<file path="src/rtl/green_pkg.sv">
// Shared encodings, field bounds and state type for the green instruction sequencer.
// GREEN_SEQ_STEP_EN adds the single-step STALL state.
package green_pkg;

    localparam int unsigned INSTR_W = 16;
    localparam int unsigned DATA_W  = 16;
    localparam int unsigned ZNC_W   = 3;

    // Opcode class field and branch-target field within an instruction word
    localparam int unsigned OPC_HI = 15;
    localparam int unsigned OPC_LO = 12;
    localparam int unsigned OPC_W  = OPC_HI - OPC_LO + 1;
    localparam int unsigned BR_HI  = 7;
    localparam int unsigned BR_LO  = 0;

    localparam logic [OPC_W-1:0] OPC_HALT = 4'hF;
    localparam logic [OPC_W-1:0] OPC_ST   = 4'h3;

    typedef struct packed {
        logic [DATA_W-1:0] a;
        logic [DATA_W-1:0] b;
        logic [ZNC_W-1:0]  znc;
    } green_arch_t;

    typedef enum logic [2:0] {
        S_IDLE   = 3'd0,
        S_FETCH  = 3'd1,
        S_DECODE = 3'd2,
        S_EXEC   = 3'd3,
`ifdef GREEN_SEQ_STEP_EN
        S_HALT   = 3'd4,
        S_STALL  = 3'd5
`else
        S_HALT   = 3'd4
`endif
    } green_seq_state_t;

endpackage

</file>
<file path="src/rtl/green_seq_regs.sv">
// Architectural A/B/ZNC state of the green unit, loaded as one word at the end of EXEC.
module green_seq_regs
    import green_pkg::*;
(
    input  logic        clk,
    input  logic        rst_n,
    input  logic        load,
    input  green_arch_t res,
    output green_arch_t arch
);

    always_ff @(posedge clk or negedge rst_n) begin
        if (!rst_n) begin
            arch <= '0;
        end else if (load) begin
            arch <= res;
        end
    end

endmodule

</file>
<file path="src/rtl/green_seq.sv">
// Fetch/decode/execute sequencer driving one green execution unit from a synchronous ROM.
// Optional GREEN_SEQ_STEP_EN adds a step input that gates each instruction fetch.
module green_seq
    import green_pkg::*;
#(
    parameter int unsigned     PC_W     = 8,
    parameter logic [PC_W-1:0] RESET_PC = '0
) (
    input  logic               clk,
    input  logic               rst_n,
    input  logic               start,
`ifdef GREEN_SEQ_STEP_EN
    input  logic               step,
`endif
    output logic               busy,
    output logic               halted,
    output logic [PC_W-1:0]    imem_addr,
    input  logic [INSTR_W-1:0] imem_data,
    output logic               g_en,
    output logic               g_we,
    output logic [INSTR_W-1:0] g_opcode,
    output logic [DATA_W-1:0]  g_a,
    output logic [DATA_W-1:0]  g_b,
    output logic [ZNC_W-1:0]   g_znc,
    input  logic [DATA_W-1:0]  g_a_res,
    input  logic [DATA_W-1:0]  g_b_res,
    input  logic [ZNC_W-1:0]   g_znc_res,
    input  logic               g_br,
    output logic [PC_W-1:0]    pc
);

    green_seq_state_t    state_q, state_d;
    green_seq_state_t    resume_state;
    logic [PC_W-1:0]     pc_q, pc_d;
    logic [INSTR_W-1:0]  ir_q, ir_d;
    logic                busy_d, halted_d, en_d, we_d;
    green_arch_t         arch_res, arch_q;

    // Where the sequencer goes when it is allowed to begin the next instruction
`ifdef GREEN_SEQ_STEP_EN
    assign resume_state = step ? S_FETCH : S_STALL;
`else
    assign resume_state = S_FETCH;
`endif

    always_comb begin
        state_d = state_q;
        pc_d    = pc_q;
        ir_d    = ir_q;

        case (state_q)
            S_IDLE, S_HALT: begin
                if (start) begin
                    pc_d    = RESET_PC;
                    state_d = resume_state;
                end
            end
            S_FETCH: begin
                state_d = S_DECODE;
            end
            S_DECODE: begin
                ir_d    = imem_data;
                state_d = (imem_data[OPC_HI:OPC_LO] == OPC_HALT) ? S_HALT : S_EXEC;
            end
            S_EXEC: begin
                pc_d    = g_br ? PC_W'(ir_q[BR_HI:BR_LO]) : pc_q + PC_W'(1);
                state_d = resume_state;
            end
`ifdef GREEN_SEQ_STEP_EN
            S_STALL: begin
                if (step) begin
                    state_d = S_FETCH;
                end
            end
`endif
            default: begin
                state_d = S_IDLE;
            end
        endcase

        // Status and green strobes are registered from the next state
        busy_d   = (state_d != S_IDLE) && (state_d != S_HALT);
        halted_d = (state_d == S_HALT);
        en_d     = (state_d == S_EXEC);
        we_d     = en_d && (ir_d[OPC_HI:OPC_LO] == OPC_ST);
    end

    always_ff @(posedge clk or negedge rst_n) begin
        if (!rst_n) begin
            state_q <= S_IDLE;
            pc_q    <= RESET_PC;
            ir_q    <= '0;
            busy    <= 1'b0;
            halted  <= 1'b0;
            g_en    <= 1'b0;
            g_we    <= 1'b0;
        end else begin
            state_q <= state_d;
            pc_q    <= pc_d;
            ir_q    <= ir_d;
            busy    <= busy_d;
            halted  <= halted_d;
            g_en    <= en_d;
            g_we    <= we_d;
        end
    end

    assign arch_res = '{a: g_a_res, b: g_b_res, znc: g_znc_res};

    green_seq_regs u_regs (
        .clk   (clk),
        .rst_n (rst_n),
        .load  (state_q == S_EXEC),
        .res   (arch_res),
        .arch  (arch_q)
    );

    assign imem_addr = pc_q;
    assign pc        = pc_q;
    assign g_opcode  = ir_q;
    assign g_a       = arch_q.a;
    assign g_b       = arch_q.b;
    assign g_znc     = arch_q.znc;

endmodule

</file>
<file path="config.mk">
export PLATFORM = sky130hd
export DESIGN_NAME = green_seq
export DESIGN_NICKNAME = d
export VERILOG_FILES = /design/src/rtl/green_pkg.sv /design/src/rtl/green_seq_regs.sv /design/src/rtl/green_seq.sv
export SDC_FILE = /design/constraint.sdc
export NUM_CORES = 1
export LEC_CHECK = 0
export ABC_AREA = 1
export CAP_MARGIN = 20
export CORE_MARGIN = 1.5
export CORE_UTILIZATION = 37
export DETAILED_ROUTE_END_ITERATION = 7
export GPL_TIMING_DRIVEN = 0
export PLACE_DENSITY = 0.72
export SYNTH_ARGS = -nofsm -noshare
export SYNTH_HDL_FRONTEND = slang
export SYNTH_SLANG_ARGS = --single-unit
export TNS_END_PERCENT = 1
</file>
<file path="constraint.sdc">
create_clock -name clk -period 1.8 [get_ports clk]
set_input_delay 0.36 -clock clk [delete_from_list [all_inputs] [get_ports clk]]
set_output_delay 0.36 -clock clk [all_outputs]
set_load 0.05 [all_outputs]
</file>
==> run summary, run 1 <==
CTS tree = yes
Layout Skew = 0.00892 ns
Layout cell share with drive strength beyond 1 = 0.0926
Area leader, netlist = dfrtp_1
Starting DRT DRC Count = 91
Post-synthesis simple-gate area fraction = 0.308
Antenna cells = 0
Clock Sink Count = 66
Crit. End Element = output pin
Most frequent cells in the layout = nand2_1 (183), dfrtp_1 (66), dlygate4sd2_1 (62)
Area share of the largest cell type after synthesis = 0.589
Sum of buffers and inverters on the critical path = 1
Post-synth EDFFs = 0
Routed wl met3 = 544 µm
Port Buffers = 125
Max-slew headroom = 0.452
Core area = 0.00729 mm²
Post-CTS Hold Buffers = 0
Starting Density = 0.385
Gr ovfl total = 0
Final net count = 530
# rows = 31
Final Max Tran Viols = 0
Power per cell area = 2160 mW/mm²
Router iterations before antenna repair = 4
Static leakage = 2.30 nW
Filler instances = 710
Avg Vias per Cell = 4.56
CP arrival = 1.38 ns
Max stage delay on crit path = 0.57 ns
Total nets after synthesis = 394
DRC = 0
Complex-gate fraction of the synthesized area = 0.0290
Main combinational cell family by area after synthesis = simple AND/OR/NAND/NOR gates
Initial antenna violation count = 0
Clk Latency, worst-skew pair = 0.34 ns
Total number of vias = 2620
CP Data Required Time = 1.44 ns
Critical path origin = imem_addr[3]
Top sig layer = met4
Yosys Warn Count = 0
Tcrit/Tclk final = 0.967
Top Ports = 126
Ys async rst share = 1.00
Final hold violations = 0
Crit path kind = reg2out
Fmax = 575 MHz
Ys flop type = dfrtp_1
Largest net degree at the start of global routing = 67
GR Util All Layers = 0.191
Cell variety after synth = 20
DR WL met2 = 3.65 mm
Overall power = 9.12 mW
Status = finished, final reports clean
Final core occ = 0.580
First-pass GRT wire length = 12.4 mm
Critical-path top delay cell = dlygate4sd2_1
Vias in the first global route = 2605
Crit Path Max Fanout = 7
Setup slack on the worst flop-to-flop path = 0.42 ns
Cell Area, Synth = 0.00281 mm²
Synth top area cells = dfrtp_1 (59%), nand2_1 (24%), buf_4 (3.5%)
Commonest non-fill, non-tap cell in the layout = nand2_1
Sequential share of the synthesized area = 0.589
Type of origin of the critical path = flip-flop
Root Buffer = clkbuf_8
CTS H-tree lvls = 3
Die ar. = 0.00811 mm²
Routed WL = 7.39 mm
Max Cap Violations = 0
Area delta synth->final = 50.7%
Levels on crit path = 1
Peak supply drop = 0.000953 V
Post-DR wirelength/cell = 12.9 µm
Worst hold path type = in2async
Post-layout min period = 1.74 ns
Crit Reg-Reg Startpoint = state_q[2]
Die Span Y = 90.1 µm
Clk buf depth = 2
Worst-path clk slew = 0.07 ns
CTS Buf Count = 9
CP cell instances = dlygate4sd2_1
Mean post-synth cell area = 8.30 µm²
Detailed placement HPWL = 5.30 mm
Synth Area in Adders = 0.00446
Least-Margin Pin Slew = 0.822 ns
Wire length on met1 = 3.08 mm
Crit path to = imem_addr[3]
Worst r2r path cells = 6
Yosys reg bits = 66
Die width = 90.1 µm
Gate Count Post-Synth = 338
PostCTS Resize Cnt = 74
Worst r2r dst = u_regs.arch[25]
Post-CTS Setup Bufs = 0
DRT antenna net count = 0
GPL Wtd Cong = 0.868
Largest delay share family, worst path = buffers and inverters
Multiplexer share of the synthesized area = 0
Final setup fails = 0
RSZ-0062 raised after global routing = no
Post-Synth XOR/XNOR Area = 0
[cells by family (layout without fill, tap and decap cells)]
logic type,after synthesis,after routing
AND/OR/NAND/NOR,219,219
flip-flops,66,66
buffers and inverters,38,175
AO/OA/AOI/OAI,14,14
adder cells (fa/ha/maj),1,1
[cells in the mapped netlist (all sizes together), types with 2 or more instances]
| library cell | instances |
|---|---|
| inv | 19 |
| nand4 | 4 |
| o21ai | 10 |
| nand3b | 2 |
| clkbuf | 3 |
| nand3 | 10 |
| nand2 | 183 |
| dfrtp | 66 |
| buf | 16 |
| nor2 | 20 |
[where the power goes]
part	switching, mW	internal (mW)
sequential	0.436	2.18
clock	0.508	0.505
combinational	4.03	1.46
total	4.97	4.14
[registers in the layout (all words and copies together), names as in the netlist]
signal       flops
g_opcode        16
state_q          3
halted           1
busy             1
imem_addr        8
g_we             1
g_en             1
u_regs.arch     35
[per-stage QoR]
stage	instances	hold WS [ns]	instance area (µm²)	setup TNS [ns]	setup WS, ns
after floorplan	338	0.0644	2810	0	0.279
after detailed placement	562	0.464	4180	0	0.0363
after global routing	574	0.177	4230	0	0.0139
final	574	0.106	4230	0	0.0596
after CTS	574	0.147	4230	0	0.0112
after global placement	562	0.461	4180	-120.83	-1.83
[per-layer routing]
layer  global-route usage  vias up
li1                     -     1299
met1                0.229     1218
met2                0.321       90
met3               0.0651       13
met4               0.0635        0
met5                    0        -
[area by class of cell]
cell class,count,area (µm²),area share
flip-flops and latches,66,1650,0.391
plain buffers,19,124,0.0293
clock buffers,11,141,0.0335
inverters,19,71.3,0.0169
multi-input cells,234,958,0.227
well taps,99,124,0.0293
clock inverters,1,5.00,0.00118
repair buffers,125,1150,0.272
[worst min-delay path by stage]
stage,start,end,cells after the start,slack [ns]
5_1_grt,rst_n,g_en,1,0.18
2_1_floorplan,rst_n,busy,0,0.06
4_1_cts,rst_n,g_en,1,0.15
6_report,rst_n,g_en,1,0.11
3_5_place_dp,u_regs.arch[23],u_regs.arch[23],2,0.46
3_3_place_gp,u_regs.arch[33],u_regs.arch[33],2,0.46
Note: power is estimated with default switching activity, not from simulation.
==> run 2, diff against run 1 <==
--- a/config.mk
+++ b/config.mk
@@ -10,7 +10,6 @@
 export CORE_MARGIN = 1.5
 export CORE_UTILIZATION = 37
 export DETAILED_ROUTE_END_ITERATION = 7
-export GPL_TIMING_DRIVEN = 0
 export PLACE_DENSITY = 0.72
 export SYNTH_ARGS = -nofsm -noshare
 export SYNTH_HDL_FRONTEND = slang
==> run summary, run 2 (synthesized netlist as in run 1, its figures left out) <==
Status = finished, final reports clean
Crit. End Element = output pin
Least-Margin Pin Slew = 0.360 ns (-0.463 ns)
Met3 Track Usage GR = 0.0448 (-0.0203)
Die width = 90.1 µm (unchanged)
Post-layout min period = 1.40 ns (-0.336 ns)
GR Util All Layers = 0.182 (-0.00910)
DRC = 0 (unchanged)
Layout Skew = 0.00770 ns (-0.00122 ns)
Routed WL = 6.96 mm (-5.7%)
# rows = 31 (unchanged)
Final hold violations = 0 (unchanged)
CP arrival = 1.04 ns (-0.34 ns)
CTS tree = yes
Clk Latency, worst-skew pair = 0.33 ns (about the same)
Critical-path top delay cell = dfrtp_1
DRT antenna net count = 0 (unchanged)
Met2 Usage GRT = 0.306 (-0.0152)
Gr ovfl total = 0 (unchanged)
Worst hold path type = in2async
Router iterations before antenna repair = 4 (unchanged)
Total number of vias = 2539 (-3.1%)
Initial antenna violation count = 0 (unchanged)
Avg Vias per Cell = 4.51 (-1.2%)
Die Span Y = 90.1 µm (unchanged)
First-pass GRT wire length = 11.8 mm (-4.4%)
Post-CTS Hold Buffers = 0 (unchanged)
PostCTS Resize Cnt = 0 (-100%)
CP Data Required Time = 1.44 ns (about the same)
Crit path kind = reg2out
Fmax = 712 MHz (+24%)
Starting Density = 0.385 (unchanged)
Clk buf depth = 2 (unchanged)
Post-DR wirelength/cell = 12.4 µm (-3.9%)
Sum of buffers and inverters on the critical path = 1 (unchanged)
CTS Buf Count = 9 (unchanged)
Starting DRT DRC Count = 85 (-6.6%)
Final net count = 517 (-2.5%)
Met1 Usage GRT = 0.217 (-0.0120)
Commonest non-fill, non-tap cell in the layout = nand2_1
Final TNS setup = 0 ns (unchanged)
CTS H-tree lvls = 3 (unchanged)
Area delta synth->final = 47.4%
RSZ-0062 raised after global routing = no
Final setup fails = 0 (unchanged)
GR peak layer = met2
Largest delay share family, worst path = flip-flops
Top Ports = 126 (unchanged)
Core area = 0.00729 mm² (unchanged)
Largest register by flop count = u_regs.arch
Antenna cells = 0 (unchanged)
Worst-path clk slew = 0.07 ns (about the same)
Crit Path Max Fanout = 7 (unchanged)
Detailed placement HPWL = 5.01 mm (-5.4%)
Type of origin of the critical path = flip-flop
Max-slew headroom = 0.760 (+0.308)
Layout cell share with drive strength beyond 1 = 0.216 (+0.123)
Die ar. = 0.00811 mm² (unchanged)
Post-CTS Setup Bufs = 0 (unchanged)
Root Buffer = clkbuf_8
Port Buffers = 125 (unchanged)
Largest register FFs = 35 (unchanged)
CP cell instances = buf_4
Most frequent cells in the layout = nand2_1 (183), buf_4 (75), dfrtp_1 (66)
Vias in the first global route = 2555 (-1.9%)
Final Max Tran Viols = 0 (unchanged)
Largest net degree at the start of global routing = 67 (unchanged)
Clock Sink Count = 66 (unchanged)
Max Cap Violations = 0 (unchanged)
Tcrit/Tclk final = 0.780 (-0.186)
Max stage delay on crit path = 0.47 ns (-0.10 ns)
GPL Wtd Cong = 0.876 (+0.99%)
## run 2: cell types whose count changed in the layout (fill, tap and decap cells not counted), moves of 2 or more
cell	before	now
buf_2	3	1
buf_12	0	2
buf_4	22	75
dlygate4sd2_1	62	0
clkbuf_1	4	0
## run 2: layout make-up
cell class	instances	area [µm²]
Multi-Input combinational cell	234	958
Inverter	19	71.3
Sequential cell	66	1650
Timing Repair Buffer	131	1140
Clock buffer	11	151
Tap cell	99	124
Fill cell	681	3160
Clock inverter	3	40.0
## run 2: through the flow
step	hold slack [ns]	area (µm²)	instances	utilization	setup WS, ns
after floorplan	0.0644	2810	338	-	0.279
after global placement	0.403	3940	549	0.541	0.266
after detailed placement	0.403	3940	549	0.541	0.210
after CTS	0.0414	4140	563	0.567	0.396
after global routing	0.0460	4140	563	0.567	0.293
final	0.0250	4140	563	0.567	0.395
## run 2: layer usage
| layer | vias up | part of all wire | wire (µm) |
|---|---|---|---|
| met5 | - | 0 | 0 |
| met4 | 0 | 0.018 | 122 |
| met2 | 79 | 0.48 | 3380 |
| met1 | 1177 | 0.44 | 3060 |
| met3 | 13 | 0.058 | 402 |
| li1 | 1270 | - | - |
## run 2: worst paths after layout
kind | startpoint | end | slack (ns) | depth (start not counted)
min in group clk | u_regs.arch[6] | u_regs.arch[6] | 0.48 | 2
setup / recovery | imem_addr[3] | imem_addr[3] | 0.40 | 1
max in group asynchronous | rst_n | imem_addr[2] | 1.46 | 2
hold / removal | rst_n | state_q[0] | 0.02 | 2
hold reg to reg | u_regs.arch[6] | u_regs.arch[6] | 0.48 | 2
setup reg to reg | imem_addr[0] | imem_addr[6] | 0.43 | 8
Power of run 2 is left out: the tool's default activity adds up to more than one toggle a clock period on the data nets, which glitch-free logic cannot reach.
